===== src/rtl/buzz_sequencer.sv =====
// rtl/buzz_sequencer.sv - eight-note C4..C5 buzzer song sequencer with registered outputs
// Optional macro BUZZ_LOOP_EN: replay the song continuously until stop or rst.
module buzz_sequencer #(
  parameter int NOTE_TICKS = 12000000,
  parameter int GAP_TICKS  = 1200000,
  parameter int DIV_SHIFT  = 0
) (
  input  logic       clk,
  input  logic       rst,
  input  logic       start,
  input  logic       stop,
  output logic       eout,
  output logic       busy,
  output logic       done,
  output logic [2:0] note_idx
);

  typedef enum logic [1:0] {IDLE, TONE, GAP} state_t;

  localparam logic [31:0] NOTE_LAST = 32'(NOTE_TICKS - 1);
  localparam logic [31:0] GAP_LAST  = 32'(GAP_TICKS - 1);

  state_t      state, state_n;
  logic [15:0] tone_cnt, tone_cnt_n;
  logic [31:0] dur_cnt, dur_cnt_n;
  logic [2:0]  note_n;
  logic        eout_n, busy_n, done_n;
  logic [15:0] half_raw, half;

  // Half-periods in 12 MHz clk cycles; a shifted value of 0 plays as a rest
  always_comb begin
    case (note_idx)
      3'd0:    half_raw = 16'd22933;
      3'd1:    half_raw = 16'd20431;
      3'd2:    half_raw = 16'd18202;
      3'd3:    half_raw = 16'd17181;
      3'd4:    half_raw = 16'd15306;
      3'd5:    half_raw = 16'd13636;
      3'd6:    half_raw = 16'd12149;
      default: half_raw = 16'd11467;
    endcase
    half = half_raw >> DIV_SHIFT;
  end

  always_ff @(posedge clk) begin
    if (rst) begin
      state    <= IDLE;
      tone_cnt <= 16'd0;
      dur_cnt  <= 32'd0;
      note_idx <= 3'd0;
      eout     <= 1'b0;
      busy     <= 1'b0;
      done     <= 1'b0;
    end else begin
      state    <= state_n;
      tone_cnt <= tone_cnt_n;
      dur_cnt  <= dur_cnt_n;
      note_idx <= note_n;
      eout     <= eout_n;
      busy     <= busy_n;
      done     <= done_n;
    end
  end

  always_comb begin
    state_n    = state;
    tone_cnt_n = tone_cnt;
    dur_cnt_n  = dur_cnt;
    note_n     = note_idx;
    eout_n     = eout;
    busy_n     = busy;
    done_n     = 1'b0;
    if (stop) begin
      state_n    = IDLE;
      tone_cnt_n = 16'd0;
      dur_cnt_n  = 32'd0;
      note_n     = 3'd0;
      eout_n     = 1'b0;
      busy_n     = 1'b0;
    end else begin
      case (state)
        IDLE: begin
          if (start) begin
            state_n    = TONE;
            tone_cnt_n = 16'd0;
            dur_cnt_n  = 32'd0;
            note_n     = 3'd0;
            eout_n     = 1'b0;
            busy_n     = 1'b1;
          end
        end
        TONE: begin
          if (half != 16'd0) begin
            if (tone_cnt == half - 16'd1) begin
              tone_cnt_n = 16'd0;
              eout_n     = ~eout;
            end else begin
              tone_cnt_n = tone_cnt + 16'd1;
            end
          end
          // End of note wins over a coincident toggle so GAP starts silent
          if (dur_cnt == NOTE_LAST) begin
            state_n    = GAP;
            dur_cnt_n  = 32'd0;
            tone_cnt_n = 16'd0;
            eout_n     = 1'b0;
          end else begin
            dur_cnt_n = dur_cnt + 32'd1;
          end
        end
        GAP: begin
          eout_n = 1'b0;
          if (dur_cnt == GAP_LAST) begin
            dur_cnt_n  = 32'd0;
            tone_cnt_n = 16'd0;
            if (note_idx != 3'd7) begin
              note_n  = note_idx + 3'd1;
              state_n = TONE;
            end else begin
`ifdef BUZZ_LOOP_EN
              note_n  = 3'd0;
              state_n = TONE;
`else
              note_n  = 3'd0;
              state_n = IDLE;
              busy_n  = 1'b0;
              done_n  = 1'b1;
`endif
            end
          end else begin
            dur_cnt_n = dur_cnt + 32'd1;
          end
        end
        default: state_n = IDLE;
      endcase
    end
  end

endmodule


===== config.mk =====
export PLATFORM = sky130hd
export DESIGN_NAME = buzz_sequencer
export DESIGN_NICKNAME = d
export VERILOG_FILES = /design/src/rtl/buzz_sequencer.sv
export SDC_FILE = /design/constraint.sdc
export NUM_CORES = 1
export LEC_CHECK = 0
export BUFFER_PORTS_ARGS = -buffer_cell sky130_fd_sc_hd__buf_4
export CAP_MARGIN = 15
export CORE_ASPECT_RATIO = 0.9
export CORE_MARGIN = 5
export CORE_UTILIZATION = 55
export DETAILED_ROUTE_END_ITERATION = 10
export PLACE_DENSITY = 0.72
export SYNTH_ARGS = -nofsm -noshare
export SYNTH_HDL_FRONTEND = slang
export SYNTH_SLANG_ARGS = --single-unit

===== constraint.sdc =====
create_clock -name clk -period 4.2 [get_ports clk]
set_input_delay 0.84 -clock clk [delete_from_list [all_inputs] [get_ports clk]]
set_output_delay 0.84 -clock clk [all_outputs]
set_load 0.01 [all_outputs]

* Word level (Yosys, flattened, before mapping)
Index checks and enable logic that the tools add are counted.
** Word-level totals
- Flip-flop bits (word level) :: 56
** Cells by class
- $add $sub $neg :: 4
- Equal/unequal tests :: 18
- Mux-type cells :: 30
- Bitwise gates (word level) :: 3
- Reductions and logical operators :: 13
** Operator list (number)
- $pmux 15 s7 :: 1
- $mux 32 :: 3
- $pmux 32 s3 :: 1
- $mux 16 :: 5
- $pmux 16 s3 :: 1
- $add 32x1->32 const B :: 1
- $eq 32x21->1 const B :: 1
- $eq 32x24->1 const B :: 1
- $add 16x1->16 const B :: 1
- $eq 16x16->1 :: 1
- $reduce_bool 16->1 :: 1
- $sub 16x1->16 const B :: 1
- $reduce_and 4->1 :: 3
- $eq 3x3->1 const B :: 3
- $mux 1 :: 9
- $mux 3 :: 3
- $ne 3x3->1 const B :: 3
- $ne 2x2->1 const B :: 4
- $eq 3x2->1 const B :: 2
- $mux 2 :: 3
- $pmux 2 s3 :: 1
- $pmux 3 s2 :: 1
- $reduce_and 3->1 :: 2
- $reduce_or 4->1 :: 1
- other kinds (13) :: 15

* Longest topological paths before layout
Gate-level depths: netlist (run 1).
- Depth after elaboration :: 8
- Depth in mapped cells :: 15

* Least setup slack after synthesis (run 1)
OpenSTA, ideal clock, no wires.
- Path kind :: reg-to-reg
- Start :: register note_idx[2]
- End :: register tone_cnt[12]
- Arrival time :: 3.171 ns
- Required time :: 4.075 ns
- Slack :: 0.904 ns
- Stages on the path, launching flop included :: 16
- Buffers on the path :: 3
- Path through :: dfxtp_1 buf_2 inv_1 ha_1 clkbuf_1 o311ai_0 o41ai_1 ha_1 xnor2_1 nor2_1 nand4b_1 a2111oi_4 a211oi_4 buf_6 a31oi_1 o31ai_2
** Between the ends
- Word-level cells in the longest chain between the ends :: 8
- Elaborated cells on any way between the ends :: 17
- Those cells by class :: add/sub: 1; eq/ne: 8; mux: 5; reduce/logical: 3
** RTL lines
- start: declaration :: line 15 : output logic [2:0] note_idx
- start signal: assignment :: line 58 : note_idx <= note_n;
- $eq 3x3->1 (tied with other cells) :: line 32 : case (note_idx)
- $pmux 15 s7 * :: line 32
- $sub 16x1->16 :: line 94 : if (tone_cnt == half - 16'd1) begin
- $eq 16x16->1 :: line 94
- $mux 16 :: line 94
- $mux 16 :: line 93 : if (half != 16'd0) begin
- $mux 16 :: line 102 : if (dur_cnt == NOTE_LAST) begin
- $pmux 16 s3 :: line 81 : case (state)
- end signal: assignment :: line 56 : tone_cnt <= tone_cnt_n;
- end: declaration :: line 24 : logic [15:0] tone_cnt, tone_cnt_n;
Mark *: on every way between the ends. The rest lies on a longest branch, timed or not. The select of a mux whose other input is x is not followed.
A chain may end at the register's enable or synchronous reset.

* Final worst setup path (run 1)
- Start :: register note_idx[0]
- End :: register tone_cnt[1]
The elaborated chain is that of the path after synthesis.

==> results of run 1 <==
## cells in the mapped netlist, drive strengths merged, types with 7 or more instances
cell and count:
dfxtp 56, nor2 56, nand3 34, nand2 31, xnor2 22, a21oi 21, inv 21, o21ai 17
nor3 14, ha 13, nand4 12, xor2 11, buf 9, clkbuf 8, nor4 8, and3 7
nor2b 7
## critical path: cells and delay by family, from the launching register on
| kind | cells | cell delay [ns] |
|---|---|---|
| AO/OA/AOI/OAI | 5 | 1.16 |
| buffers and inverters | 2 | 0.36 |
| XOR/XNOR | 1 | 0.20 |
| AND/OR/NAND/NOR | 2 | 0.77 |
| flip-flops | 1 | 0.46 |
| adder cells (fa/ha/maj) | 2 | 0.57 |
## power groups by stage
stage | Clock (mW) | Sequential, mW | Combinational (mW)
2_1_floorplan | 0 | 0.548 | 0.0548
3_3_place_gp | 0 | 0.548 | 0.0713
3_5_place_dp | 0 | 0.549 | 0.0719
4_1_cts | 0.317 | 0.536 | 0.0722
5_1_grt | 0.340 | 0.537 | 0.0812
6_report | 0.307 | 0.536 | 0.0722
## per-layer routing
layer  vias to the layer above  GRT usage, %  share of wire (%)
li1                       1551             -                  -
met1                      1374         28.62                 50
met2                        60         28.56                 43
met3                        11         4.167                5.3
met4                         0         5.774                1.5
met5                         -             0                  0
## stage by stage
stage	cell area, sq um	worst slack (ns)	hold WS [ns]
detailed placement	3598	0.6172	0.4750
CTS	3692	0.6228	0.4897
global route	3692	0.2963	0.5259
finish	3692	0.5845	0.4843
floorplan	3477	0.9038	0.4709
global placement	3598	0.7412	0.4692
## path summary, 6_finish.rpt
check | start | endpoint | slack (ns) | cells past startpoint
worst max-delay path | note_idx[0]$_SDFFE_PP0P_ | tone_cnt[1]$_SDFFE_PP0P_ | 0.58 | 12
worst min-delay path | busy$_SDFFE_PP0P_ | busy$_SDFFE_PP0P_ | 0.48 | 2
worst max register to register | note_idx[0]$_SDFFE_PP0P_ | tone_cnt[1]$_SDFFE_PP0P_ | 0.58 | 12
worst min register to register | busy$_SDFFE_PP0P_ | busy$_SDFFE_PP0P_ | 0.48 | 2
## flip-flops by register name, indices dropped and copies added (netlist names)
signal / cells
busy: 1
note_idx: 3
done: 1
tone_cnt: 16
eout: 1
dur_cnt: 32
state: 2
## cell type report
class | instances | area (sq um) | area share [%]
sequential | 56 | 1121 | 30.36
clock buffer | 7 | 86.33 | 2.338
tap | 87 | 108.9 | 2.948
clock inverter | 1 | 7.507 | 0.2033
timing repair buffer | 13 | 97.59 | 2.643
inverter | 21 | 78.83 | 2.135
multi-input combinational | 338 | 2192 | 59.37
## cell families after synthesis
logic type	count (synthesis)	share of synthesized area, %
flip-flops	56	32.24
buffers and inverters	38	4.714
multiplexers	7	2.051
AO/OA/AOI/OAI	76	16.55
adder cells (fa/ha/maj)	13	4.678
AND/OR/NAND/NOR	209	31.45
XOR/XNOR	33	8.312
==> results_dict.tcl, run 1 <==
set metrics [dict create \
    outcome "complete, no violations" \
    die_h_um 85.43 \
    cts.sinks 56 \
    ys.flop_type "dfxtp_1" \
    synthToLayoutAreaGrowth_pct 6.189 \
    clk_latency_ns 0.31 \
    cts_resized 0 \
    p_total_mw 0.9153 \
    async_reset_ff_share_pct 0 \
    power_frac_seq_pct 58.6 \
    fin_skew_ns 0.009230 \
    final_cell_mix "nor2_1, dfxtp_1, nand3_1, nand2_1, xnor2_1" \
    worst_pin_slew_ns 0.8425 \
    p_leak_nw 1.179 \
    max_slew_margin_pct 43.70 \
    synth_nets 449 \
    drt_iter0_drc 229 \
    num_vias 2996 \
    fin_util_pct 60.05 \
    routed_wl_um 7538 \
    clkTransAtPathRegs_ns 0.10 \
    root_buffer "clkbuf_8" \
    path_max_fanout 16 \
    ys_types 62 \
    tns_ns 0 \
    hpwlAfterDp_um 5587 \
    port-buffer-count 9 \
    powerDensity_nw_per_um2 247.9 \
    fmax_mhz 276.6 \
    grtUsageTotal_pct 19.54 \
    htree_levels 2 \
    numCtsBuffers 5 \
    nets 452 \
    cp-end-kind "flop" \
    clk_path_buf_depth 2 \
    first_pass_iters 4 \
    p_clk_share_pct 33.5 \
    placed_cells 515 \
    syn_area_sq_um 3477 \
    initial_core_util_pct 56.55 \
    ioPinCount 10 \
    gr-total-overflow 0 \
    ir_drop_uv 141.7 \
    worst_setup_path_start_kind "flop" \
    grt_pass1_vias 2700 \
    grt_pass1_wl_um 12720 \
    grt_max_degree 26 \
    critPathMaxStageDelay_ns 0.54 \
    crit_required_ns 4.41 \
    rsz0062_at_grt "false" \
    drv_cap 0 \
    p_int_mw 0.6925 \
    core_area_sq_um 6148 \
    drv_slew 0 \
    wl_per_cell_um 14.41 \
    cpMostUsedCell "ha_1" \
    synth_top_area_share_pct 32.24 \
    period_needed_ns 3.615 \
    synthCells 432 \
    avgSynthCellArea_sq_um 8.049 \
    ys_seq_elements 56 \
    cp_cell_sequence "inv_1 > ha_1 > or4_1 > o22ai_2 > ha_1 > xor2_1 > a21oi_1 > nand4b_1 > a2111oi_4 > a211oi_4 > buf_4 > a32o_1" \
    gp_congestion 0.8589 \
    synth_area_leaders "dfxtp_1, nor2_1, xnor2_1" \
    crit_type "reg2reg" \
    yosys_warnings 0 \
    die_w_um 93.81 \
    fin_crit_sh_pct 86.08 \
    setup_violations 0 \
    layout-drive-gt1-share_pct 9.633 \
    hold_class "reg2reg" \
    synth_top_area_cell "dfxtp_1" \
    cts_hold_buf 0 \
    swShare_pct 24.34 \
    synth_edf_count 0 \
    rows 27 \
    cts_tree "built" \
    ys_seq_area_share_pct 32.24 \
    via_per_inst 5.728 \
    netSwitchingPower_mw 0.2228 \
    diodes 0 \
    cts_setup_buffers 0 \
    crit_slowest_cell "or4_1" \
    drcViolationCount 0 \
    hold_viol 0 \
    antenna_found_initial 0 \
    antenna_left 0 \
    layout.cells.non_filler 523 \
    dieArea_sq_um 8014 \
    combinationalPowerShare_pct 7.9 \
    nFillCells 594 \
    worst_ep_arrival_time_ns 3.83 \
]
Power figures use the tool's default switching activity.
==> run 2, diff against run 1 <==
--- a/config.mk
+++ b/config.mk
@@ -5,12 +5,14 @@
 export SDC_FILE = /design/constraint.sdc
 export NUM_CORES = 1
 export LEC_CHECK = 0
+export ABC_AREA = 1
 export BUFFER_PORTS_ARGS = -buffer_cell sky130_fd_sc_hd__buf_4
 export CAP_MARGIN = 15
 export CORE_ASPECT_RATIO = 0.9
 export CORE_MARGIN = 5
 export CORE_UTILIZATION = 55
 export DETAILED_ROUTE_END_ITERATION = 10
+export GPL_ROUTABILITY_DRIVEN = 0
 export PLACE_DENSITY = 0.72
 export SYNTH_ARGS = -nofsm -noshare
 export SYNTH_HDL_FRONTEND = slang
==> constraint.sdc (replaced) <==
create_clock -name clk -period 4.2 [get_ports clk]
set_input_delay 0.21 -clock clk [delete_from_list [all_inputs] [get_ports clk]]
set_output_delay 0.21 -clock clk [all_outputs]
set_load 0.01 [all_outputs]
==> run 2 against run 1 <==
Net effect: clock power up 2%; global-route usage is 2.6 points higher; count of clock-buffer cells in the layout is the same; combinational power increased by 100%; non-clock buffer count down 3; critical path depth rose by 9; power is 9.1% higher; sequential cell count stayed put; maximum frequency grew 12%; register-to-register slack gained 0.38 ns; sequential power about the same; synthesized area rose by 9.6%.
==> results_dict.tcl, run 2 <==
set metrics [dict create \
    outcome "complete, no violations" \
    drt_iter0_drc 356 \
    fin_crit_sh_pct 76.98 \
    htree_levels 2 \
    rows 28 \
    p_leak_nw 1.505 \
    nets 613 \
    cts_hold_buf 0 \
    cts_tree "built" \
    core_area_sq_um 6656 \
    place_area_sq_um 3925 \
    async_reset_ff_share_pct 0 \
    synth_nets 606 \
    grt_max_degree 26 \
    synthTopCellsByCount "nand2_1, inv_1, nor2_1" \
    final_area_sq_um 4019 \
    worst_setup_path_start_kind "flop" \
    r2r_start "note_idx[2]$_SDFFE_PP0P_" \
    ys_seq_elements 56 \
    diodes 0 \
    ys.flop_type "dfxtp_1" \
    gr-total-overflow 0 \
    setup_violations 0 \
    reg.largest.list "dur_cnt (32), tone_cnt (16), note_idx (3)" \
    layout.cells.non_filler 687 \
    via_per_inst 5.502 \
    reg2reg_setup_slack_ns 0.97 \
    avgSynthCellArea_sq_um 6.473 \
    ys_seq_area_share_pct 29.41 \
    synth_area_leaders "dfxtp_1, nand2_1, inv_1" \
    die_h_um 88.99 \
    cp-end-kind "flop" \
    ioPinCount 10 \
    rsz0062_at_grt "false" \
    yosys_warnings 0 \
    synth_top_area_cell "dfxtp_1" \
    worst_ep_arrival_time_ns 3.44 \
    routed_wl_um 9451 \
    die_w_um 97.76 \
    synthCells 589 \
    top_register "dur_cnt" \
    grt_pass1_wl_um 15810 \
    grt_pass1_vias 3312 \
    r2r-end "tone_cnt[13]$_SDFFE_PP0P_" \
    worst_pin_slew_ns 0.8136 \
    cts_resized 0 \
    cts.sinks 56 \
    hold_class "in2reg" \
    max_slew_margin_pct 45.56 \
    crit_end "tone_cnt[13]$_SDFFE_PP0P_" \
    layout_commonest_cell "nand2_1" \
    fmax_mhz 309.3 \
    clk_path_buf_depth 2 \
    syn_area_sq_um 3812 \
    drv_slew 0 \
    drv_cap 0 \
    numCtsBuffers 5 \
    antenna_left 0 \
    ir_drop_uv 179.0 \
    period_needed_ns 3.233 \
    antenna_found_initial 0 \
    worstRegToRegCells 21 \
    cts_setup_buffers 0 \
    tns_ns 0 \
    post-synth-top-count-cell "nand2_1" \
    layout-drive-gt1-share_pct 9.213 \
    synth_edf_count 0 \
    wl_per_cell_um 13.76 \
    grtUsageTotal_pct 22.12 \
    ys_types 34 \
    initial_core_util_pct 57.27 \
    clkTransAtPathRegs_ns 0.10 \
    placed_cells 679 \
    first_pass_iters 5 \
    crit_type "reg2reg" \
    num_vias 3780 \
    hold_viol 0 \
    cp-startpoint "note_idx[2]$_SDFFE_PP0P_" \
    root_buffer "clkbuf_8" \
    hpwlAfterDp_um 7283 \
    powerDensity_nw_per_um2 248.5 \
    fin_skew_ns 0.009741 \
    crit_required_ns 4.40 \
    synthToLayoutAreaGrowth_pct 5.415 \
    final_cell_mix "nand2_1, inv_1, nor2_1, dfxtp_1, nand3_1" \
    clk_latency_ns 0.32 \
    dieArea_sq_um 8699 \
    hold_start "rst" \
    largest_reg_flops 32 \
    path_max_fanout 13 \
    port-buffer-count 9 \
    drcViolationCount 0 \
    synth_top_area_share_pct 29.41 \
]
[run 2: cell count changes after synthesis, moves of 16 or more]
cell	before	now
inv_1	21	84
nand2_1	30	127
nand4_1	12	30
nor2_1	56	73
nor2_2	0	16
nor3_1	14	30
xnor2_1	22	1
[run 2: final cells by class]
cell class	count	area (sq um)
inverters	85	321.6
fillers	664	2638
flip-flops and latches	56	1121
clock inverters	1	7.507
multi-input cells	438	2295
clock buffers	7	86.33
well taps	90	112.6
repair buffers	10	75.07
[run 2: worst min-delay path by stage]
stage                                    to  slack (ns)  cells past startpoint
finish                    eout$_SDFFE_PP0P_        0.33                      4
global route              eout$_SDFFE_PP0P_        0.33                      4
CTS                       eout$_SDFFE_PP0P_        0.31                      4
detailed placement  dur_cnt[1]$_SDFFE_PP0P_        0.48                      2
global placement          busy$_SDFFE_PP0P_        0.47                      2
floorplan                 eout$_SDFFE_PP0P_        0.45                      3
[run 2: per-stage QoR]
stage / setup WS (ns) / utilization (%) / total power [mW] / hold WS, ns
floorplan: 1.319 / - / 0.6626 / 0.4485
global placement: 1.117 / 58.97 / 0.6912 / 0.4670
detailed placement: 0.9895 / 58.97 / 0.6937 / 0.4778
CTS: 0.9647 / 60.38 / 1.002 / 0.3114
global route: 0.6418 / 60.38 / 1.049 / 0.3305
finish: 0.9668 / 60.38 / 0.9986 / 0.3254
[run 2: cells by family (layout without fill, tap and decap cells)]
kind of cell | after synthesis | after routing | synth area share [%]
buf+inv | 95 | 103 | 10.40
xor+xnor | 18 | 18 | 4.135
compound gates | 57 | 57 | 8.205
fa+ha+maj | 13 | 13 | 4.267
simple gates | 350 | 350 | 43.58
flops | 56 | 56 | 29.41
[run 2: metal layers]
metal | vias up | part of all wire [%] | track usage, %
met2 | 141 | 40 | 32.67
met3 | 6 | 8.1 | 4.758
met4 | 0 | 0.44 | 3.145
met1 | 1704 | 51 | 33.68
met5 | - | 0 | 0
li1 | 1929 | - | -
[run 2: report_power, final]
| group | switching, mW | leakage [nW] | internal (mW) |
|---|---|---|---|
| Combinational | 0.103 | 1.01 | 0.0435 |
| Sequential | 0.00392 | 0.451 | 0.535 |
| Clock | 0.179 | 0.0445 | 0.135 |
[run 2: worst max-delay path, stage by stage, from the launching register on]
cell	delay, ns
dfxtp_1	0.58
inv_4	0.10
ha_1	0.23
inv_1	0.10
nand2_2	0.10
nor2_8	0.15
nand2_4	0.12
inv_1	0.10
nor3_1	0.05
ha_1	0.28
or2_2	0.11
nand3_1	0.06
nor2_1	0.11
nand3_1	0.08
nor2_1	0.10
nand2_1	0.05
nor2_1	0.11
nand4_2	0.14
nand2_2	0.11
nand2_1	0.06
nand2_2	0.27
nor2_1	0.09
==> run 3, diff against run 2 <==
==> constraint.sdc (replaced) <==
create_clock -name clk -period 3.4 [get_ports clk]
set_input_delay 0.17 -clock clk [delete_from_list [all_inputs] [get_ports clk]]
set_output_delay 0.17 -clock clk [all_outputs]
set_load 0.01 [all_outputs]
==> run 3 against run 2 <==
Net effect: critical path depth unchanged; critical path type unchanged; register-to-register slack worse by 0.67 ns; die area unchanged; setup slack worse by 0.67 ns; combinational power up 24%; final area up 1.1%.
==> results_dict.tcl, run 3 (synthesis results as in run 2) <==
set metrics [dict create \
    htree_levels 2 \
    gr-total-overflow 0 \
    worst_setup_path_start_kind "flop" \
    p_total_mw 1.294 \
    largest_reg_flops 32 \
    cts_setup_buffers 0 \
    grt_pass1_vias 3378 \
    worst_ep_arrival_time_ns 3.30 \
    use_met1_pct 34.47 \
    drv_slew 0 \
    port-buffer-count 9 \
    crit_slowest_cell "dfxtp_1" \
    fin_skew_ns 0.009817 \
    cts.sinks 56 \
    reg.largest.list "dur_cnt (32), tone_cnt (16), note_idx (3)" \
    hold_class "in2reg" \
    setup_violations 0 \
    root_buffer "clkbuf_8" \
    grt_pass1_wl_um 16200 \
    ioPinCount 10 \
    die_w_um 97.76 \
    grt-busiest-layer "met1" \
    cts_tree "built" \
    hold_start "rst" \
    routed_wl_um 9417 \
    place_area_sq_um 3940 \
    antenna_found_initial 0 \
    grt.met3_usage_pct 3.510 \
    rows 28 \
    layout-drive-gt1-share_pct 9.683 \
    tns_ns 0 \
    worstRegToRegCells 21 \
    antenna_left 0 \
    reg2reg_setup_slack_ns 0.30 \
    r2r-end "tone_cnt[13]$_SDFFE_PP0P_" \
    r2r_start "note_idx[0]$_SDFFE_PP0P_" \
    cp_cell_sequence "inv_1 > ha_1 > nand2_2 > nand2_2 > nor2_2 > nand2_4 > nand2_1 > inv_1 > ha_1 > nand2_1 > nand3_1 > nor2_1 > nand3_1 > nor2_1 > nand2_1 > nor2_1 > nand4_2 > nand2_2 > nand2_1 > nand2_4 > nor2_1" \
    fmax_mhz 322.5 \
    initial_core_util_pct 57.27 \
    grtUsageTotal_pct 22.46 \
    via_per_inst 5.521 \
    period_needed_ns 3.100 \
    hold_path_end "eout$_SDFFE_PP0P_" \
    wl_per_cell_um 13.67 \
    synthToLayoutAreaGrowth_pct 6.531 \
    hold_depth 4 \
    layout.cells.non_filler 689 \
    max_slew_margin_pct 42.29 \
    die_h_um 88.99 \
    fin_crit_sh_pct 91.19 \
    setup_ws_ns 0.2996 \
    drv_cap 0 \
    grtUsageMet2_pct 33.04 \
    dp_slack_ns 0.2597 \
    top_register "dur_cnt" \
    crit_required_ns 3.60 \
    powerDensity_nw_per_um2 318.7 \
    clk_latency_ns 0.31 \
    final_area_sq_um 4061 \
    clkTransAtPathRegs_ns 0.10 \
    p_leak_nw 1.536 \
    worst_pin_slew_ns 0.8624 \
    hold_viol 0 \
    crit_type "reg2reg" \
    placed_cells 681 \
    critPathMaxStageDelay_ns 0.43 \
    first_pass_iters 5 \
    layout_commonest_cell "nand2_1" \
    dieArea_sq_um 8699 \
    drt_iter0_drc 362 \
    num_vias 3804 \
    final_cell_mix "nand2_1, inv_1, nor2_1, dfxtp_1, nand3_1" \
    ir_drop_uv 216.9 \
    core_area_sq_um 6656 \
    grt_max_degree 26 \
    nets 615 \
    cp-end-kind "flop" \
    hpwlAfterDp_um 7336 \
    clk_path_buf_depth 2 \
    path_max_fanout 13 \
    drcViolationCount 0 \
    outcome "complete, no violations" \
    numCtsBuffers 5 \
    diodes 0 \
]
==> run 3: cell types whose count changed in the layout (fill, tap and decap cells not counted) <==
cell	change
nand2_2	-1
nand2_4	+1
clkbuf_8	-1
buf_4	+2
clkinv_4	+2
bufinv_16	+1
clkbuf_1	-1
clkinvlp_4	-1
==> run 3: worst max path at each step <==
stage / cells after the start / start / slack (ns) / to
floorplan: 23 / note_idx[0]$_SDFFE_PP0P_ / 0.52 / tone_cnt[6]$_SDFFE_PP0P_
global placement: 21 / note_idx[0]$_SDFFE_PP0P_ / 0.39 / tone_cnt[12]$_SDFFE_PP0P_
detailed placement: 21 / note_idx[0]$_SDFFE_PP0P_ / 0.26 / tone_cnt[13]$_SDFFE_PP0P_
CTS: 21 / note_idx[0]$_SDFFE_PP0P_ / 0.25 / tone_cnt[13]$_SDFFE_PP0P_
global route: 21 / note_idx[0]$_SDFFE_PP0P_ / -0.01 / tone_cnt[12]$_SDFFE_PP0P_
finish: 21 / note_idx[0]$_SDFFE_PP0P_ / 0.30 / tone_cnt[13]$_SDFFE_PP0P_
==> run 3: routing by layer <==
metal	wire (um)	vias up
met5	0	-
met4	111	0
met3	868	10
met2	3705	145
met1	4732	1702
li1	-	1947
==> run 3: power by group <==
group	internal [mW]	switching (mW)
sequential	0.661	0.00492
clock	0.222	0.226
combinational	0.0557	0.125
total	0.939	0.356
==> run 3: critical path, delay by kind of cell (launching register included) <==
| family | cells | cell delay (ns) |
|---|---|---|
| fa+ha+maj | 2 | 0.57 |
| buf+inv | 2 | 0.16 |
| flops | 1 | 0.43 |
| simple gates | 17 | 1.82 |
==> run 3: per-stage QoR <==
stage | hold WS, ns | util, %
2_1_floorplan | 0.4085 | -
3_3_place_gp | 0.4702 | 59.19
3_5_place_dp | 0.4789 | 59.19
4_1_cts | 0.2756 | 60.94
5_1_grt | 0.3159 | 61.02
6_report | 0.3035 | 61.02
==> run 3: area by class of cell <==
class	count	area (sq um)
Clock buffer	5	68.82
Clock inverter	3	47.55
Fill cell	636	2595
Inverter	85	321.6
Multi-Input combinational cell	438	2300
Sequential cell	56	1121
Tap cell	90	112.6
Timing Repair Buffer	12	90.09
==> run 3: what timing repair did <==
action / in CTS / in global routing
endpoints found under the setup margin: 0 / 12
hold buffers: 0 / 0
resized for setup: 0 / 1
